### config.mk
export PLATFORM = sky130hd
export DESIGN_NAME = fifo_sched
export DESIGN_NICKNAME = d
export VERILOG_FILES = /design/src/rtl/fifo_sched.sv
export SDC_FILE = /design/constraint.sdc
export NUM_CORES = 1
export LEC_CHECK = 0
export CORE_AREA = 2 2 226 228
export DETAILED_ROUTE_END_ITERATION = 6
export DIE_AREA = 0 0 228 230
export PLACE_DENSITY_LB_ADDON = 0.05
export RECOVER_POWER = 50
export SYNTH_ARGS = -nofsm -noshare
export SYNTH_HDL_FRONTEND = slang
export SYNTH_SLANG_ARGS = --single-unit
### constraint.sdc
create_clock -name clk -period 2.25 [get_ports clk]
set_clock_uncertainty 0.1 [all_clocks]
set_input_delay 0.225 -clock clk [delete_from_list [all_inputs] [get_ports clk]]
set_output_delay 0.225 -clock clk [all_outputs]
set_load 0.01 [all_outputs]
### src/rtl/fifo_sched.sv
// fifo_sched: round-robin write/read arbiter in front of a single-port block FIFO.
// A 2-entry output buffer with read credits hides the FIFO's registered read latency.
`timescale 1ns/1ps
module fifo_sched #(
  parameter int DATA_WIDTH = 128,
  parameter int CNT_WIDTH  = 32
) (
  input  logic                  clk,
  input  logic                  reset,
  input  logic                  s_valid,
  input  logic [DATA_WIDTH-1:0] s_data,
  output logic                  s_ready,
  output logic                  m_valid,
  output logic [DATA_WIDTH-1:0] m_data,
  input  logic                  m_ready,
  output logic                  fifo_write_e,
  output logic [DATA_WIDTH-1:0] fifo_wdata,
  output logic                  fifo_read_e,
  input  logic [DATA_WIDTH-1:0] fifo_rdata,
  input  logic                  fifo_full,
  input  logic                  fifo_empty,
  input  logic                  fifo_ready,
  output logic [CNT_WIDTH-1:0]  words_in,
  output logic [CNT_WIDTH-1:0]  words_out
);

  typedef enum logic [1:0] {
    BUF_EMPTY = 2'd0,
    BUF_ONE   = 2'd1,
    BUF_TWO   = 2'd2
  } buf_state_t;

  typedef enum logic {
    GRANT_WRITE = 1'b0,
    GRANT_READ  = 1'b1
  } grant_t;

  buf_state_t            buf_state;
  grant_t                last_grant;
  logic                  inflight;
  logic [DATA_WIDTH-1:0] buf_head;
  logic [DATA_WIDTH-1:0] buf_tail;
  logic [1:0]            buf_cnt;
  logic                  wr_ok;
  logic                  rd_ok;
  logic                  wr_grant;
  logic                  rd_grant;
  logic                  buf_push;
  logic                  buf_pop;

  always_comb begin
    buf_cnt = 2'd0;
    case (buf_state)
      BUF_ONE: buf_cnt = 2'd1;
      BUF_TWO: buf_cnt = 2'd2;
      default: buf_cnt = 2'd0;
    endcase
  end

  // A pop is only issued when the word it returns is guaranteed a buffer slot;
  // holding off while a pop is in flight covers the lag of the registered empty flag.
  assign wr_ok = s_valid & ~fifo_full & fifo_ready & ~reset;
  assign rd_ok = ~fifo_empty & fifo_ready & ~inflight & ~reset &
                 ((buf_cnt + {1'b0, inflight}) < 2'd2);

  always_comb begin
    wr_grant = wr_ok;
    rd_grant = rd_ok;
    if (wr_ok && rd_ok) begin
      wr_grant = (last_grant == GRANT_READ);
      rd_grant = (last_grant == GRANT_WRITE);
    end
  end

  assign s_ready      = wr_grant;
  assign fifo_write_e = wr_grant;
  assign fifo_read_e  = rd_grant;
  assign fifo_wdata   = s_data;
  assign buf_push     = inflight;
  assign buf_pop      = m_valid & m_ready;
  assign m_data       = buf_head;

  always_ff @(posedge clk) begin
    if (reset) begin
      last_grant <= GRANT_READ;
      inflight   <= 1'b0;
      words_in   <= '0;
      words_out  <= '0;
    end else begin
      if (wr_grant) begin
        last_grant <= GRANT_WRITE;
      end else if (rd_grant) begin
        last_grant <= GRANT_READ;
      end
      inflight <= rd_grant;
      if (s_valid && s_ready) begin
        words_in <= words_in + CNT_WIDTH'(1);
      end
      if (buf_pop) begin
        words_out <= words_out + CNT_WIDTH'(1);
      end
    end
  end

  // Output buffer: head is always the oldest word, tail only used in BUF_TWO.
  always_ff @(posedge clk) begin
    if (reset) begin
      buf_state <= BUF_EMPTY;
      m_valid   <= 1'b0;
      buf_head  <= '0;
      buf_tail  <= '0;
    end else begin
      case (buf_state)
        BUF_EMPTY: begin
          if (buf_push) begin
            buf_head  <= fifo_rdata;
            buf_state <= BUF_ONE;
            m_valid   <= 1'b1;
          end
        end
        BUF_ONE: begin
          case ({buf_push, buf_pop})
            2'b10: begin
              buf_tail  <= fifo_rdata;
              buf_state <= BUF_TWO;
            end
            2'b01: begin
              buf_state <= BUF_EMPTY;
              m_valid   <= 1'b0;
            end
            2'b11: buf_head <= fifo_rdata;
            default: buf_state <= BUF_ONE;
          endcase
        end
        BUF_TWO: begin
          if (buf_pop) begin
            buf_head  <= buf_tail;
            buf_state <= BUF_ONE;
          end
        end
        default: begin
          buf_state <= BUF_EMPTY;
          m_valid   <= 1'b0;
        end
      endcase
    end
  end

  assert property (@(posedge clk) disable iff (reset) !(buf_push && buf_state == BUF_TWO));

endmodule

After elaboration in Yosys (flattened, before gate mapping)
Cells that the tools add are included.
{ "op_classes": {"add_sub_neg": 3, "magnitude_cmp": 1, "eq_ne": 10, "n_mux": 16, "n_bitwise": 14, "n_reduce_logical": 9} }
{ "ops": {"columns": ["op", "count"], "rows": [
  ["128-bit two-way mux", 3],
  ["128-bit one-hot mux with 3 select lines", 1],
  ["32-bit by 1-bit adder with 32-bit output, second input constant", 2],
  ["2-bit one-hot mux with 3 select lines", 2],
  ["1-bit AND", 8],
  ["2-bit equality test, second input constant", 3],
  ["1-bit two-way mux", 6],
  ["2-bit inequality test, second input constant", 3],
  ["1-bit NOT", 6],
  ["3-bit AND reduction", 2],
  ["2-bit by 1-bit equality test with 1-bit output, second input constant", 2],
  ["2-bit two-way mux", 2],
  ["2-bit by 1-bit inequality test with 1-bit output, second input constant", 2],
  ["2-bit one-hot mux with 2 select lines", 1],
  ["4-bit AND reduction", 1],
  ["1-bit one-hot mux with 3 select lines", 1],
  ["3-bit nonzero test", 1],
  ["2-bit by 1-bit adder with 2-bit output", 1],
  ["1-bit logical AND", 2],
  ["2-bit zero test", 1],
  ["2-bit < comparator, second input constant", 1],
  ["2-bit AND reduction", 1],
  ["2-bit nonzero test", 1]
]} }
{ "word_totals": {"reg_bits": 325, "inputBits": 263, "word_cells": 61} }

Logic depth before layout (Yosys ltp)
{ "depth": {"depth_word": 9, "depth_mapped": 8} }

Least setup slack after synthesis
OpenSTA, ideal clock, no wires.
{ "synth_path": {"kind": "register to register", "start": "reg m_valid", "end": "reg buf_head[0] (netlist: m_data[0])", "setup_time_ps": 91, "arrival_time_ps": 1861, "setup_slack_ps": 198, "path_stages_with_launch": 9, "period_less_slack_ps": 2052, "path_cell_list": "dfxtp_1 > nand2_1 > inv_1 > ha_1 > a21o_1 > clkbuf_1 > clkbuf_1 > nor2_1 > a311oi_1"} }
{ "synth_via": {"elab_chain_cells": 4} }
{ "synth_rtl": {"columns": ["element", "line", "text"], "rows": [
  ["start, declared", "13", "output logic m_valid,"],
  ["start signal, assigned", "109", "m_valid <= 1'b0;"],
  ["start signal, assigned", "118", "m_valid <= 1'b1;"],
  ["start signal, assigned", "129", "m_valid <= 1'b0;"],
  ["1-bit AND (*)", "80", "assign buf_pop = m_valid & m_ready;"],
  ["net buf_pop", "49", "logic buf_pop;"],
  ["2-bit equality test", "122", "case ({buf_push, buf_pop})"],
  ["2-bit by 1-bit inequality test with 1-bit output (no source line)", null, null],
  ["4-bit AND reduction (no source line) (*)", null, null],
  ["end signal, assigned", "116", "buf_head <= fifo_rdata;"],
  ["end signal, assigned", "131", "2'b11: buf_head <= fifo_rdata;"],
  ["end signal, assigned", "137", "buf_head <= buf_tail;"],
  ["end, declared", "41", "logic [DATA_WIDTH-1:0] buf_head;"]
]} }
The timed path passes the listed nets; every way through them passes the cells marked *.
A chain may end at the register's enable or synchronous reset.

Final worst setup path
{ "layout_path": {"start": "reg inflight (netlist: buf_push)", "end": "out fifo_write_e"} }
{ "layout_via": {"elab_chain_cells": 6} }
{ "layout_rtl": {"columns": ["element", "line", "text"], "rows": [
  ["start, declared", "40", "logic inflight;"],
  ["start signal, assigned", "95", "inflight <= rd_grant;"],
  ["parallel branches: the longest is 3 deep, another holds 2-bit by 1-bit adder with 2-bit output", null, null],
  ["1-bit AND (*)", "63", "assign rd_ok = ~fifo_empty & fifo_ready & ~inflight & ~reset &"],
  ["1-bit logical AND (*)", "69", "if (wr_ok && rd_ok) begin"],
  ["1-bit two-way mux (*)", "69", null],
  ["end, declared", "16", "output logic fifo_write_e,"]
]} }
Mark *: on every way between the ends.

==> key figures <==
Outcome
  • Status: complete, no violations

Synth
  • Synth top area cells: dfxtp_1 (46%), nand2_1 (14%), a311oi_1 (8.0%)
  • Synth top area share: 46.3%
  • Synthesized instance count: around 1,800
  • Post-synthesis sequential area ratio: approximately 46%
  • Seq cells post-synth: 325
  • Yosys warning total: 0
  • Post-synthesis cell area: 0.0141 mm²
  • Synth area leader: dfxtp_1
  • Distinct cells, synth: 46
  • Synth Area per Inst: between 7 and 8 µm²
  • Post-Syn Nets: 2,057

Timing
  • Final Cycle Share: 95.2%
  • Hold Vio Cnt, Final: 0
  • # setup viols final: 0
  • Final Max Tran Viols: 0
  • Rel. slew slack: 30.7%
  • Min Clock Period, post-route: 2140 ps
  • RSZ-0062 raised after global routing: no
  • FMAX: about 470 MHz
  • Worst slew pin tran: 1040 ps

CTS
  • Clock-pin slew on the worst setup and hold paths: around 60 ps
  • Clk root buf: clkbuf_16
  • Worst-Skew Late Latency: 540 ps
  • Clock sink count: 325
  • H-Tree Depth: 2
  • Clk buf depth: 3
  • CTS tree: done
  • CTS Buf Count: 40

Placement
  • Post-DP HPWL: 31.1 mm
  • GP Congestion: around 0.8
  • Inst Count DP: 2,610
  • IO buf count: 330

GRT
  • Antenna violations before repair: 4
  • Largest net degree at the start of global routing: 199
  • GR Util met1: a little over a fifth
  • First-pass GRT wire length: approximately 70 mm
  • GR Overflow Total: 0
  • Grt met3 use: 5.11%
  • Vias in the first global route: 11,947
  • Tot GR Track Use: 17.2%
  • Grt peak-use layer: met2
  • Met2 Use GR: between 20% and 30%

Flow run
  • Max Cap Viol: 0

Min path
  • Hold Path Class: in2reg
  • Hold path start: reset
  • Hold Crit Depth: 5

Setup path
  • Worst-path maximum fanout: 3
  • Crit path from: buf_push
  • CP Launch Type: flip-flop
  • CP Class: reg2out
  • WP data required: between 1500 and 2000 ps
  • Reg2reg path depth: 8
  • WP data arrival: roughly 1800 ps
  • Setup crit end kind: primary output
  • Reg2Reg Launch Point: buf_push

Floorplanning
  • Core ar.: 0.0499 mm²
  • Die height: 230 µm
  • # IOs: 587
  • Std-Cell Rows: 82
  • Overall die width: 228 µm
  • Initial Util: 28.2%
  • Die area: about 0.052 mm²

Detailed routing
  • Wire per inst: 17.5 µm
  • Vias/cell: 4.69
  • First DRT Iteration DRCs: between 500 and 600
  • Drc violations: 0
  • Drt total wl: between 40 and 50 mm
  • Via count: 12,573
  • Drt pass-1 iters: 5
  • Antenna-violating nets left: 0

Cells and area
  • Nets: 2,252
  • Most common cell after layout, fill and taps aside: nand2_1
  • Area delta synth->final: 35.2%
  • Post-route insts no fill: 2,682
  • Commonest non-fill, non-tap cells in the layout: nand2_1 (538), dfxtp_1 (325), nor2_1 (182)
  • Fin util: 38.1%
  • Share of cells above drive strength 1: 8.41%

Power
  • Power density cells: 717 mW/mm²
  • VDD IR max: approximately 0.45 mV
  • P_leak: slightly above 0.007 µW
[metal layers]
layer	vias up	share of wire [%]	wire length [µm]
met4	6	2.8	1330
li1	6285	-	-
met5	-	0.087	41
met1	5793	44	20600
met3	105	7.1	3330
met2	384	46	21700
[cell families (layout without fill, tap and decap cells)]
| kind of cell | Yosys count | after routing | synth area share [%] |
|---|---|---|---|
| AOI/OAI and AO/OA | 303 | 303 | 14.4 |
| xor gates and xnor gates | 43 | 43 | 2.68 |
| adders and majority gates | 6 | 6 | 0.534 |
| buffers and inverters | 274 | 495 | 10.8 |
| DFF | 325 | 325 | 46.3 |
| muxes | 2 | 2 | 0.160 |
| other | 0 | 1 | 0 |
| and+or+nand+nor | 835 | 835 | 25.1 |
[flip-flops by register name (all words and copies together), names as in the netlist]
signal	flops
buf_push	1
buf_state	2
words_out	32
last_grant	1
m_valid	1
words_in	32
m_data	128
buf_tail	128
[synthesized netlist by cell type, drive strengths merged]
| master | n |
|---|---|
| a211oi | 2 |
| a21o | 1 |
| a21oi | 149 |
| a311oi | 128 |
| a32oi | 1 |
| and2 | 2 |
| and3 | 2 |
| and4 | 4 |
| and4bb | 1 |
| buf | 144 |
| clkbuf | 114 |
| dfxtp | 325 |
| ha | 6 |
| inv | 16 |
| mux2 | 2 |
| nand2 | 539 |
| nand2b | 3 |
| nand3 | 20 |
| nand4 | 22 |
| nand4b | 1 |
| nand4bb | 1 |
| nor2 | 182 |
| nor2b | 5 |
| nor3 | 17 |
| nor3b | 3 |
| nor4 | 13 |
| o21ai | 18 |
| o31ai | 4 |
| or2 | 1 |
| or3 | 15 |
| or4 | 3 |
| or4b | 1 |
| xnor2 | 30 |
| xor2 | 13 |
[report_power, final]
part,switching (µW),internal (µW),total [µW]
sequential,96.2,5910,6010
clock,2520,3930,6460
combinational,575,603,1180
[layout make-up]
class | instances | area, µm²
sequential | 325 | 6510
clock inverter | 9 | 95.1
multi-input combinational | 1189 | 6080
antenna | 1 | 2.50
fill | 5135 | 30800
inverter | 16 | 60.1
tap | 672 | 841
clock buffer | 59 | 1210
timing repair buffer | 411 | 4220
[per-stage QoR]
| step | power (µW) | worst slack (ps) | setup TNS, ps | instance area [µm²] | hold WS [ps] |
|---|---|---|---|---|---|
| 6_report | 13600 | 108 | 0 | 19000 | 128 |
| 2_1_floorplan | 6830 | 198 | 0 | 14100 | 261 |
| 3_3_place_gp | 7380 | -134 | -994 | 17700 | 342 |
| 4_1_cts | 14000 | -57.8 | -116 | 19100 | 67.0 |
| 5_1_grt | 14200 | 29.0 | 0 | 19000 | 116 |
| 3_5_place_dp | 7380 | -109 | -1630 | 17700 | 347 |
[critical path, cell delays in order, from the launching register on]
cell     delay, ps
dfxtp_1        350
or4b_4         520
o31ai_4        210
inv_2           60
buf_2          140
[path summary, 6_finish.rpt]
check	endpoint	slack, ps
setup / recovery	fifo_write_e	110
hold reg to reg	buf_tail[103]	350
hold / removal	buf_push	130
setup reg to reg	words_in[6]	140
[timing repair]
item / 4_1_cts / 5_1_grt
buffers inserted: 3 / 0
hold buffers: 0 / 0
resized for setup: 10 / 4
cloned: 0 / 0
hold endpoints to repair: 0 / 0
setup endpoints to repair: 3 / 3
pin swaps: 2 / 1
(Power assumes the default switching activity.)
